`config.mk`:
```
export PLATFORM = sky130hd
export DESIGN_NAME = mem_arbiter
export DESIGN_NICKNAME = d
export VERILOG_FILES = /design/src/rtl/mem_arb_pkg.sv /design/src/rtl/mem_arb_pick.sv /design/src/rtl/mem_arbiter.sv
export SDC_FILE = /design/constraint.sdc
export NUM_CORES = 1
export LEC_CHECK = 0
export ABC_AREA = 1
export BUFFER_PORTS_ARGS = -buffer_cell sky130_fd_sc_hd__buf_2
export CORE_UTILIZATION = 49
export CTS_CLUSTER_DIAMETER = 200
export DETAILED_ROUTE_END_ITERATION = 16
export PLACE_DENSITY = 0.81
export SYNTH_ARGS = -nofsm -noshare
export SYNTH_HDL_FRONTEND = slang
export SYNTH_SLANG_ARGS = --single-unit
```
`constraint.sdc`:
```
create_clock -name clk_sys -period 1.8 [get_ports clk_sys]
set_input_delay 0.36 -clock clk_sys [delete_from_list [all_inputs] [get_ports clk_sys]]
set_output_delay 0.36 -clock clk_sys [all_outputs]
set_load 0.005 [all_outputs]
```
`src/rtl/mem_arb_pkg.sv`:
```
// Shared constants and types for the four-way memory port arbiter.
package mem_arb_pkg;

    localparam int REQ_LOAD = 0;
    localparam int REQ_VID  = 1;
    localparam int REQ_CPU  = 2;
    localparam int REQ_FDD  = 3;

    localparam int MAX_WAIT_DEF = 15;
    localparam int TIMEOUT_DEF  = 63;

    typedef enum logic [1:0] {IDLE, ISSUE, WAIT, DONE} arb_state_t;

    // Index of the lowest set bit (0 when none are set).
    function automatic logic [1:0] first_set(input logic [3:0] v);
        first_set = 2'd0;
        for (int i = 3; i >= 0; i--)
            if (v[i]) first_set = 2'(i);
    endfunction

endpackage

```
`src/rtl/mem_arb_pick.sv`:
```
// Winner selection: loader first, then aged requesters, then lowest pending index.
module mem_arb_pick
    import mem_arb_pkg::*;
(
    input  logic [3:0] req,
    input  logic [3:0] aged,
    output logic [1:0] idx,
    output logic       valid
);

    logic [3:0] aged_req;

    always_comb begin
        // The loader never ages, so only bits 1..3 can take the aged path.
        aged_req = aged & req & 4'b1110;
        valid    = |req;
        if (req[REQ_LOAD])
            idx = 2'(REQ_LOAD);
        else if (|aged_req)
            idx = first_set(aged_req);
        else
            idx = first_set(req);
    end

endmodule

```
`src/rtl/mem_arbiter.sv`:
```
// Shares the 8-bit SDRAM port among loader, video, CPU and FDD with fixed
// priority plus aging; one strobe/ready transaction in flight, watchdog guarded.
module mem_arbiter
    import mem_arb_pkg::*;
#(
    parameter int AW       = 25,
    parameter int MAX_WAIT = MAX_WAIT_DEF,
    parameter int TIMEOUT  = TIMEOUT_DEF
)(
    input  logic            clk_sys,
    input  logic            reset,
    input  logic [3:0]      req,
    input  logic [3:0]      req_we,
    input  logic [4*AW-1:0] req_addr,
    input  logic [31:0]     req_din,
    output logic [3:0]      ack,
    output logic [3:0]      err,
    output logic [7:0]      rdata,
    output logic [AW-1:0]   mem_addr,
    output logic [7:0]      mem_din,
    output logic            mem_we,
    output logic            mem_rd,
    input  logic [7:0]      mem_dout,
    input  logic            mem_ready
);

    localparam int WDW = $clog2(TIMEOUT + 1);

    arb_state_t         state, state_nxt;
    logic [1:0]         grant;
    logic               grant_we;
    logic               abort;
    logic [7:0]         hold;
    logic [WDW-1:0]     wd_cnt;
    logic               wd_expire;
    logic [3:1][3:0]    wait_cnt;
    logic [3:0]         aged;
    logic [1:0]         pick_idx;
    logic               pick_valid;
    logic [AW-1:0]      addr_sel;
    logic [7:0]         din_sel;

    mem_arb_pick u_pick (
        .req   (req),
        .aged  (aged),
        .idx   (pick_idx),
        .valid (pick_valid)
    );

    always_comb begin
        addr_sel = req_addr[0 +: AW];
        din_sel  = req_din[0 +: 8];
        for (int i = 1; i < 4; i++) begin
            if (pick_idx == 2'(i)) begin
                addr_sel = req_addr[i*AW +: AW];
                din_sel  = req_din[i*8 +: 8];
            end
        end
    end

    assign wd_expire = (wd_cnt == WDW'(TIMEOUT - 1));

    always_ff @(posedge clk_sys) begin
        if (reset) state <= IDLE;
        else       state <= state_nxt;
    end

    always_comb begin
        state_nxt = state;
        case (state)
            // The acked requester still shows req in the ack cycle, so arbitration
            // waits one more cycle to avoid granting it a second time.
            IDLE:    if (pick_valid && ack == 4'd0) state_nxt = ISSUE;
            ISSUE:   state_nxt = WAIT;
            WAIT:    if (mem_ready || wd_expire) state_nxt = DONE;
            DONE:    state_nxt = IDLE;
            default: state_nxt = IDLE;
        endcase
    end

    always_comb begin
        mem_rd = 1'b0;
        mem_we = 1'b0;
        if (state == ISSUE) begin
            mem_rd = !grant_we;
            mem_we = grant_we;
        end
    end

    always_ff @(posedge clk_sys) begin
        if (reset) begin
            grant    <= 2'd0;
            grant_we <= 1'b0;
            mem_addr <= '0;
            mem_din  <= 8'h00;
            abort    <= 1'b0;
            hold     <= 8'h00;
            wd_cnt   <= '0;
            ack      <= 4'd0;
            err      <= 4'd0;
            rdata    <= 8'h00;
        end else begin
            ack <= 4'd0;
            err <= 4'd0;
            case (state)
                IDLE: begin
                    if (state_nxt == ISSUE) begin
                        grant    <= pick_idx;
                        grant_we <= req_we[pick_idx];
                        mem_addr <= addr_sel;
                        mem_din  <= din_sel;
                        abort    <= 1'b0;
                    end
                end
                ISSUE: wd_cnt <= '0;
                WAIT: begin
                    // A ready coinciding with expiry is treated as success.
                    if (mem_ready) begin
                        if (!grant_we) hold <= mem_dout;
                    end else if (wd_expire) begin
                        hold  <= 8'hFF;
                        abort <= 1'b1;
                    end else begin
                        wd_cnt <= wd_cnt + 1'b1;
                    end
                end
                DONE: begin
                    ack[grant] <= 1'b1;
                    err[grant] <= abort;
                    if (abort)          rdata <= 8'hFF;
                    else if (!grant_we) rdata <= hold;
                end
                default: ;
            endcase
        end
    end

    // Aging: count cycles a requester is pending but not being served.
    always_ff @(posedge clk_sys) begin
        for (int i = REQ_VID; i <= REQ_FDD; i++) begin
            if (reset || !req[i] || (state == DONE && grant == 2'(i)))
                wait_cnt[i] <= 4'd0;
            else if (!(state != IDLE && grant == 2'(i)) && wait_cnt[i] != 4'(MAX_WAIT))
                wait_cnt[i] <= wait_cnt[i] + 4'd1;
        end
    end

    always_comb begin
        aged = 4'd0;
        for (int i = REQ_VID; i <= REQ_FDD; i++)
            aged[i] = (wait_cnt[i] == 4'(MAX_WAIT));
    end

endmodule

```
# Yosys cells after proc, flatten, opt, wreduce, memory -nomap -nowiden
# Cells that the tools add are included.
[totals]
reg_bits = 81
latchBits = 0
mem_bits_rw = 0
rom_bits = 0
input_bits = 151
out_inout_bits = 51
word_cells = 121
mem_count = 0
[op_classes]
n_addsub = 4
multipliers = 0
div = 0
magnitude_cmp = 3
eq_ne = 23
n_shift = 0
n_mux = 35
bitwise_logic = 3
reduce_logical = 39
[ops]
columns = ["operator", "count"]
rows = [
  ["$mux W25", 3],
  ["$mux W8", 8],
  ["$mux W2", 10],
  ["$add A4 B1 Y4 const B", 3],
  ["$eq A2 B2 Y1 const B", 6],
  ["$eq A4 B4 Y1 const B", 3],
  ["$mux W6", 2],
  ["$ne A4 B4 Y1 const B", 3],
  ["$pmux W6 S2", 1],
  ["$logic_and A1 B1 Y1", 11],
  ["$ne A2 B2 Y1 const B", 5],
  ["$and A4 B4 Y4", 2],
  ["$eq A2 B1 Y1 const B", 4],
  ["$pmux W2 S4", 1],
  ["$reduce_bool A2 Y1", 4],
  ["$logic_not A1 Y1", 7],
  ["$logic_or A1 B1 Y1", 7],
  ["$mux W1", 7],
  ["$add A6 B1 Y6 const B", 1],
  ["$eq A6 B6 Y1 const B", 1],
  ["$lt A2 B3 Y1 const B", 2],
  ["$reduce_and A3 Y1", 2],
  ["$logic_not A4 Y1", 1],
  ["$reduce_and A2 Y1", 2],
  ["11 further kinds", 11],
]

# Logic depth before layout (Yosys ltp)
# Gate-level depths: netlist (run 1).
[depth]
depth_word = 11
mapped_depth = 13
mapped_depth_nobuf = 12

# Hierarchy
# A second synthesis (run 1) with hierarchy kept.
[unflattened]
hier_cells = 718
area_unflattened_um2 = 5195.0
[modules_own_cells]
columns = ["module", "instances", "cells_per_inst", "area_per_inst_um2", "seq_area_each_um2"]
rows = [
  ["mem_arbiter", 1, 699, 5118.7, 1621.6],
  ["mem_arb_pick", 1, 19, 76.3, 0.0],
]

# Worst setup path after synthesis (run 1)
# No wires, ideal clock.
[synth_timing]
kind = "register to register"
start = "register wait_cnt[0] (netlist bit)"
end = "register mem_din[3]"
setup_time_ns = 0.132
t_arrival_ns = 1.562
required_time_ns = 1.668
slack_ns = 0.106
path_stages_with_launch = 13
n_path_buf = 1
period_less_slack_ns = 1.694
path_cell_list = "dfxtp_1 ha_1 nand3_1 nor2_1 nor2_1 nand2_4 inv_4 nand2_2 buf_2 o21ai_0 inv_1 nand2_1 a21oi_1"
[synth_between]
elab_chain_len = 9
word_cells_on_any_way = 12
cone_classes = "4 x eq/ne; 6 x mux; 1 x bitwise; 1 x reduce/logical"
[synth_rtl]
columns = ["element", "line_no", "text"]
rows = [
  ["start: declaration", "mem_arbiter.sv:36", "logic [3:1][3:0] wait_cnt;"],
  ["start signal: indexed assignment", "mem_arbiter.sv:144", "wait_cnt[i] <= wait_cnt[i] + 4'd1;"],
  ["$eq A4 B4 Y1 *", "mem_arbiter.sv:151", "aged[i] = (wait_cnt[i] == 4'(MAX_WAIT));"],
  ["$and A4 B4 Y4 *", "mem_arb_pick.sv:15", "aged_req = aged & req & 4'b1110;"],
  ["$reduce_or A3 Y1 / $mux W2 (equally long branches)", "mem_arb_pick.sv:19, mem_arb_pkg.sv:18", ""],
  ["$mux W2 *", "mem_arb_pick.sv:19", "else if (|aged_req)"],
  ["$mux W2 *", "mem_arb_pick.sv:17", "if (req[REQ_LOAD])"],
  ["$eq A2 B1 Y1", "mem_arbiter.sv:54", "if (pick_idx == 2'(i)) begin"],
  ["$mux W8 (2 in a row)", "mem_arbiter.sv:54", ""],
  ["$mux W8 *", "mem_arbiter.sv:54", ""],
  ["end signal: assignment", "mem_arbiter.sv:111", "mem_din <= din_sel;"],
  ["end: declaration", "mem_arbiter.sv:20", "output logic [7:0] mem_din,"],
]
# Every way passes the cells marked *; elsewhere a longest branch is shown, timed or not.
# A chain may end at the register's enable or synchronous reset.

# Worst setup path in the final report (run 1)
[layout_timing]
start = "register wait_cnt[8] (netlist bit)"
end = "register mem_din[2]"
[layout_between]
elab_chain_len = 11
word_cells_on_any_way = 14
cone_classes = "4 x eq/ne; 8 x mux; 1 x bitwise; 1 x reduce/logical"
[layout_rtl]
columns = ["element", "line_no", "text"]
rows = [
  ["$eq A4 B4 Y1 *", "mem_arbiter.sv:151", ""],
  ["$and A4 B4 Y4 *", "mem_arb_pick.sv:15", ""],
  ["$mux W2 (3 in a row)", "mem_arb_pkg.sv:18", "if (v[i]) first_set = 2'(i);"],
  ["$mux W2 *", "mem_arb_pick.sv:19", ""],
  ["$mux W2 *", "mem_arb_pick.sv:17", ""],
  ["$eq A2 B1 Y1", "mem_arbiter.sv:54", ""],
  ["$mux W8 (2 in a row)", "mem_arbiter.sv:54", ""],
  ["$mux W8 *", "mem_arbiter.sv:54", ""],
]
# Marks and branches as above.

==> reports/qor.yml, run 1 <==
power_and_ir_drop:
  power.leakage_nw: 3.690
  irDropWorstVdd_mv: 0.9686
  powerDensity_nw_per_um2: 1064
min_path:
  whs_endpoint: "hold[5]"
  hp-start: "mem_dout[5]"
  whs_path_depth: 3
  hold_path.class: "primary input to flip-flop"
floorplanning:
  core-area_um2: 9328
  dieArea_um2: 10100
  ios: 202
  fp-row-count: 35
  die_w_um: 100.5
  start_util: 0.5097
  die_h_um: 100.5
sta:
  rsz0062_at_grt: "true"
  worst_pin_slew_ps: 429.5
  min_period_over_period: 1.026
  final.min_clock_period_ps: 1846
  max_slew_margin: 0.7133
  finalHoldViolCount: 0
  setup_slack_ps: -46.26
  finalSetupViolCount: 8
  max_freq_mhz: 541.6
  finalMaxSlewViolations: 0
  worst_clock_skew_ps: 13.06
flow_run:
  cap_viol_max_count: 0
routing:
  dr.first_iter.drc_count: 270
  drc: 0
  vias: 5687
  vias_per_cell: 5.110
  avgRoutedWirePerCell_um: 13.86
  wirelength_um: 15430
  ant_nets: 0
  dr.pass1.iters: 5
cells_and_area:
  diodes: 0
  final_cell_mix: "buf_2 (201), nand2_1 (171), inv_1 (127)"
  layout.nets: 1139
  synthToLayoutAreaGrowth_pct: 42.63
  mostFrequentLayoutCell: "buf_2"
  drive_above_1_share: 0.3354
  utilization: 0.7270
clock_network:
  clockRootBuffer: "clkbuf_8"
  numClockSinks: 81
  cts_max_level: 3
  clock_latency_ps: 360
  cts_buffers: 9
  cts_buffer_depth: 2
  clkTransAtPathRegs_ps: 90
  cts_tree: "done"
critical_path:
  slowest_delay_ps: 390
  worstSetupPathType: "flip-flop to flip-flop"
  cp-start-kind: "flip-flop"
  crit_chain: "ha_4, nand4_4, nand2_2, nor2_4, nor2_8, buf_4, buf_12, nand3_1, nand3_2, nand2_1, nand2_1, a21oi_1"
  cp.arrival_ps: 2070
  endpoint_kind: "flip-flop"
  reg2reg_slack_ps: -50
  reg2reg_from: "wait_cnt[8]"
  crit_start: "wait_cnt[8]"
  cpMostUsedCell: "nand2_1"
  cpMaxStageDelayCell: "dfxtp_1"
  rr_endpoint: "mem_din[2]"
  path_max_fanout: 16
  required_ps: 2030
  r2r_cells: 12
placement:
  hpwl_um: 10680
  gp_congestion: 0.8603
  pre_cts_ws_ps: -82.33
  io_buffers: 201
yosys:
  synth_area_um2: 4755
  syn_avg_cell_area_um2: 6.331
  yosysWarnings: 0
  synthCells: 751
  synth_seq_cells: 81
  synth_nets: 911
  yosysUniqueCellTypes: 33
  synth-seq-area-share: 0.3411
global_routing:
  grt_max_degree: 40
  antenna_found_initial: 0
  grt_overflow: 0
  grt_pass1_wl_um: 23440
  grtUsageTotal: 0.2929
  grt_pass1_vias: 5191
outcome:
  violations: "negative setup slack"
  status: "complete, but fails checks"
-- how the worst max path moves through the flow --
stage / endpoint / cells past startpoint
6_report: mem_din[2] / 12
5_1_grt: mem_addr[20] / 12
4_1_cts: mem_din[2] / 13
3_5_place_dp: mem_din[2] / 11
3_3_place_gp: mem_din[2] / 11
2_1_floorplan: mem_din[3] / 12
-- kinds of logic after synthesis --
logic type	after synthesis	synth area share
adders and majority gates	9	0.02368
AOI/OAI and AO/OA	168	0.1847
xor gates and xnor gates	5	0.009210
and+or+nand+nor	317	0.2934
DFF	81	0.3411
buffers and inverters	171	0.1479
-- layout make-up --
type	count	area [um^2]
sequential	81	1628
fill	781	2546
clock inverter	5	85.08
clock buffer	11	151.4
timing repair buffer	253	1637
tap	129	161.4
multi-input combinational	499	2605
inverter	135	514.2
-- through the flow --
stage	total power [mW]	std cells	area (um^2)	TNS, ps	hold slack (ps)
floorplan	4.229	751	4755	0	442.9
global placement	5.362	1083	6118	-23.23	449.5
detailed placement	5.405	1083	6118	-1043	452.6
CTS	6.977	1100	6379	-7.074	270.1
global route	7.736	1113	6782	-4138	260.5
finish	7.214	1113	6782	-150.7	275.4
-- cells in the mapped netlist (all sizes together) --
master,number,area share
ha,9,0.024
nand3,83,0.089
nor2,38,0.035
clkinv,1,0.00079
xor2,4,0.0074
nor3b,1,0.0016
o211ai,2,0.0032
buf,21,0.029
inv,134,0.11
a21oi,67,0.076
nor3,6,0.0063
o21ai,96,0.10
nand2,178,0.15
xnor2,1,0.0018
a31oi,1,0.0013
nand4,6,0.0092
or2,4,0.0053
dfxtp,81,0.34
clkbuf,15,0.012
nor4,1,0.0013
a211oi,2,0.0032
-- registers in the layout, summed over array words and instances, names as in the netlist, 2 cells and up --
| name | cells |
|---|---|
| grant | 2 |
| err | 4 |
| state | 2 |
| mem_din | 8 |
| mem_addr | 25 |
| hold | 8 |
| ack | 4 |
| wd_cnt | 6 |
| rdata | 8 |
| wait_cnt | 12 |
-- critical path, delay by kind of cell, from the launching register on --
family                   cells  cell delay [ps]
adder cells (fa/ha/maj)      1              180
flip-flops                   1              390
buffers and inverters        2              310
AO/OA/AOI/OAI                1               60
AND/OR/NAND/NOR              8              760
-- metal layers --
metal	track usage	vias up	wire length (um)
met2	0.4895	247	7480
met1	0.3500	2534	6240
met4	0.1527	0	688
met5	0	-	0
li1	-	2843	-
met3	0.06935	63	1019
-- report_power, final --
part	leakage [nW]	switching [mW]	internal [mW]
sequential	0.662	0.237	2.19
clock	0.116	0.711	0.865
combinational	2.91	1.86	1.36
-- timing repair --
item	in CTS	in global routing
resized for setup	4	56
setup endpoints to repair	22	41
hold buffers	0	0
pin swaps	1	17
gates cloned	0	6
buffers inserted	1	7
No activity file was read; power rests on OpenSTA's default activity.
==> run 2: changes to the inputs <==
- ABC_AREA: 1 -> unset
- CORE_UTILIZATION: 49 -> 46
- PLACE_DENSITY: 0.81 -> 0.8
==> run 2 against run 1 <==
Compared with the run above:
- the run still ends with negative setup slack left
- global-route usage is 3.8 points lower
- via count is 26% lower
- register-to-register slack worse by 110 ps
- synthesized cell count is 44% lower
- critical path type unchanged
==> reports/qor.yml, run 2 <==
outcome:
  status: "complete, but fails checks"
  violations: "negative setup slack"
sta:
  worst_pin_slew_ps: 519.9  # +90.36 ps
  finalSetupViolCount: 35  # +27
  max_slew_margin: 0.6525  # -0.06080
  setup_slack_ps: -151.8  # -105.5 ps
  max_freq_mhz: 512.4  # -5.4%
  rsz0062_at_grt: "true"
  finalMaxSlewViolations: 0  # unchanged
  min_period_over_period: 1.084  # +0.05863
  finalHoldViolCount: 0  # unchanged
  final.min_clock_period_ps: 1952  # +105.5 ps
  worst_clock_skew_ps: 9.515  # -3.550 ps
cells_and_area:
  final.fill_count: 643  # -18%
  largest_reg_flops: 25  # unchanged
  top_register: "mem_addr"
  drive_above_1_share: 0.4541  # +0.1188
  top_regs: "mem_addr x25, wait_cnt x12"
  final_cell_mix: "buf_2 (201), dfxtp_1 (73), mux2i_1 (70)"
  layout.nets: 809  # -29%
  final_cells: 759  # -32%
  synthToLayoutAreaGrowth_pct: 47.25
  diodes: 0  # unchanged
  seq_area_um2: 1632  # +0.23%
  mostFrequentLayoutCell: "buf_2"
  multiInputGateArea_um2: 2291  # -12%
yosys:
  synth_area_um2: 3964  # -17%
  synth_edf_count: 0  # unchanged
  yosysMostFrequentCell: "dfxtp_1"
  yosysWarnings: 0  # unchanged
  synth_top_flop_cell: "dfxtp_1"
  synthCells: 422  # -44%
  synth-seq-area-share: 0.4091  # +0.06804
  syn_avg_cell_area_um2: 9.393  # +48%
  yosysUniqueCellTypes: 46  # +39%
  synth_area_leader_cell: "dfxtp_1"
  synth_seq_cells: 81  # unchanged
  synth_top_cell_area_share: 0.4091  # +0.06804
  synthTopCellsByCount: "dfxtp_1 (81), mux2i_1 (73), nand2_1 (44), nor2_1 (39), o221ai_1 (34)"
  synthTopCellsByArea: "dfxtp_1 (41%), mux2i_1 (18%), o221ai_1 (7.5%)"
  postSynth.asyncResetShare: 0  # unchanged
  synth_nets: 582  # -36%
power_and_ir_drop:
  powerDensity_nw_per_um2: 1011  # -5.0%
  power.leakage_nw: 2.945  # -20%
  irDropWorstVdd_mv: 0.5288  # -45%
clock_network:
  cts_buffer_depth: 2  # unchanged
  clockRootBuffer: "clkbuf_8"
  clkTransAtPathRegs_ps: 90  # about the same
  cts_buffers: 9  # unchanged
  cts_tree: "done"
  cts_max_level: 3  # unchanged
  numClockSinks: 81  # unchanged
  clock_latency_ps: 350  # about the same
floorplanning:
  dieArea_um2: 8992  # -11%
  core-area_um2: 8258  # -11%
  ios: 202  # unchanged
  start_util: 0.4800  # -0.02972
  fp-row-count: 33  # -5.7%
  die_w_um: 94.83  # -5.7%
  die_h_um: 94.83  # -5.7%
placement:
  place_inst: 732  # -32%
  pre_cts_ws_ps: -211.0  # -128.7 ps
  io_buffers: 201  # unchanged
  hpwl_um: 8854  # -17%
  gp_congestion: 0.8031  # -6.6%
routing:
  vias_per_cell: 5.557  # +8.8%
  vias: 4218  # -26%
  wirelength_um: 12790  # -17%
  avgRoutedWirePerCell_um: 16.86  # +22%
  drc: 0  # unchanged
  dr.first_iter.drc_count: 173  # -36%
  dr.pass1.iters: 4  # -1
  ant_nets: 0  # unchanged
critical_path:
  cp.arrival_ps: 2220  # +150 ps
  endpoint_kind: "flip-flop"
  slowest_delay_ps: 540  # +150 ps
  worstSetupPathType: "flip-flop to flip-flop"
  path_max_fanout: 15  # -1
  cp-start-kind: "flip-flop"
  cpMaxStageDelayCell: "or4_4"
  r2r_cells: 6  # -6
  crit_chain: "or4_4, o21ai_4, nand2_2, or3_4, buf_12, o221ai_1"
  required_ps: 2060  # +30 ps
global_routing:
  antenna_found_initial: 0  # unchanged
  grtUsageTotal: 0.2551  # -0.03778
  grt_max_degree: 35  # -13%
  grt_pass1_vias: 3863  # -26%
  grt_overflow: 0  # unchanged
  grt_pass1_wl_um: 17730  # -24%
flow_run:
  cap_viol_max_count: 0  # unchanged
min_path:
  whs_path_depth: 3  # unchanged
  hold_path.class: "primary input to flip-flop"
## run 2: cell count changes after synthesis, sizes merged, moves of 4 or more
cell and delta:
nand2 -133, inv -117, o21ai -93, nand3 -77, mux2i +73, a21oi -59
o221ai +34, a311oi +9, buf -8, o22ai +8, nor2b +5, nand3b +4
## run 2: final cells by class
class / instances / share of cell area
Clock buffer: 11 / 0.02422
Clock inverter: 5 / 0.009432
Inverter: 17 / 0.01093
Multi-Input combinational cell: 296 / 0.3925
Sequential cell: 81 / 0.2795
Tap cell: 105 / 0.02251
Timing Repair Buffer: 244 / 0.2609
## run 2: cells by family after synthesis
| group | count (synthesis) | share of synthesized area |
|---|---|---|
| xor+xnor | 10 | 0.02210 |
| flops | 81 | 0.4091 |
| buf+inv | 45 | 0.04924 |
| fa+ha+maj | 9 | 0.02841 |
| simple gates | 123 | 0.1430 |
| compound gates | 80 | 0.1610 |
| mux | 74 | 0.1872 |
## run 2: metrics by stage
stage | instance area, um^2 | hold WS, ps | utilization | TNS [ps] | total power [mW]
after floorplan | 4009 | 453.2 | - | -5029 | 3.434
after global placement | 5293 | 437.5 | 0.6409 | -2818 | 4.258
after detailed placement | 5293 | 442.5 | 0.6409 | -5295 | 4.350
after CTS | 5544 | 247.6 | 0.6714 | -4379 | 5.708
after global routing | 5837 | 251.4 | 0.7068 | -5927 | 6.250
final | 5837 | 265.0 | 0.7068 | -3960 | 5.901
## run 2: power by group
part           total (mW)  internal (mW)  switching [mW]
clock                1.34          0.675           0.668
sequential           2.38           2.16           0.218
combinational        2.18           1.10            1.07
total                5.90           3.94            1.96
## run 2: critical path: cells and delay by family (launching register included)
family | cells | cell delay [ps]
compound gates | 2 | 370
buf+inv | 1 | 180
flops | 1 | 330
simple gates | 3 | 990
## run 2: timing repair
action                     4_1_cts  5_1_grt
pin swaps                        1        5
setup endpoints to repair       35       40
hold endpoints to repair         0        0
resized for setup                4       30
gates cloned                     1        5
buffers inserted                 2        4
hold buffers                     0        0
## run 2: metal layers
| layer | GRT usage | wire length (um) |
|---|---|---|
| met4 | 0.1010 | 319 |
| met5 | 0 | 0 |
| met2 | 0.4430 | 6539 |
| met3 | 0.06280 | 849 |
| met1 | 0.2999 | 5085 |
## run 2: worst paths after layout
path,startpoint,to,slack (ps)
worst min register to register,mem_addr[19],mem_addr[19],460
worst max register to register,ack[1],mem_addr[7],-150
worst max-delay path,ack[1],mem_addr[7],-150
worst min-delay path,mem_dout[6],hold[6],260
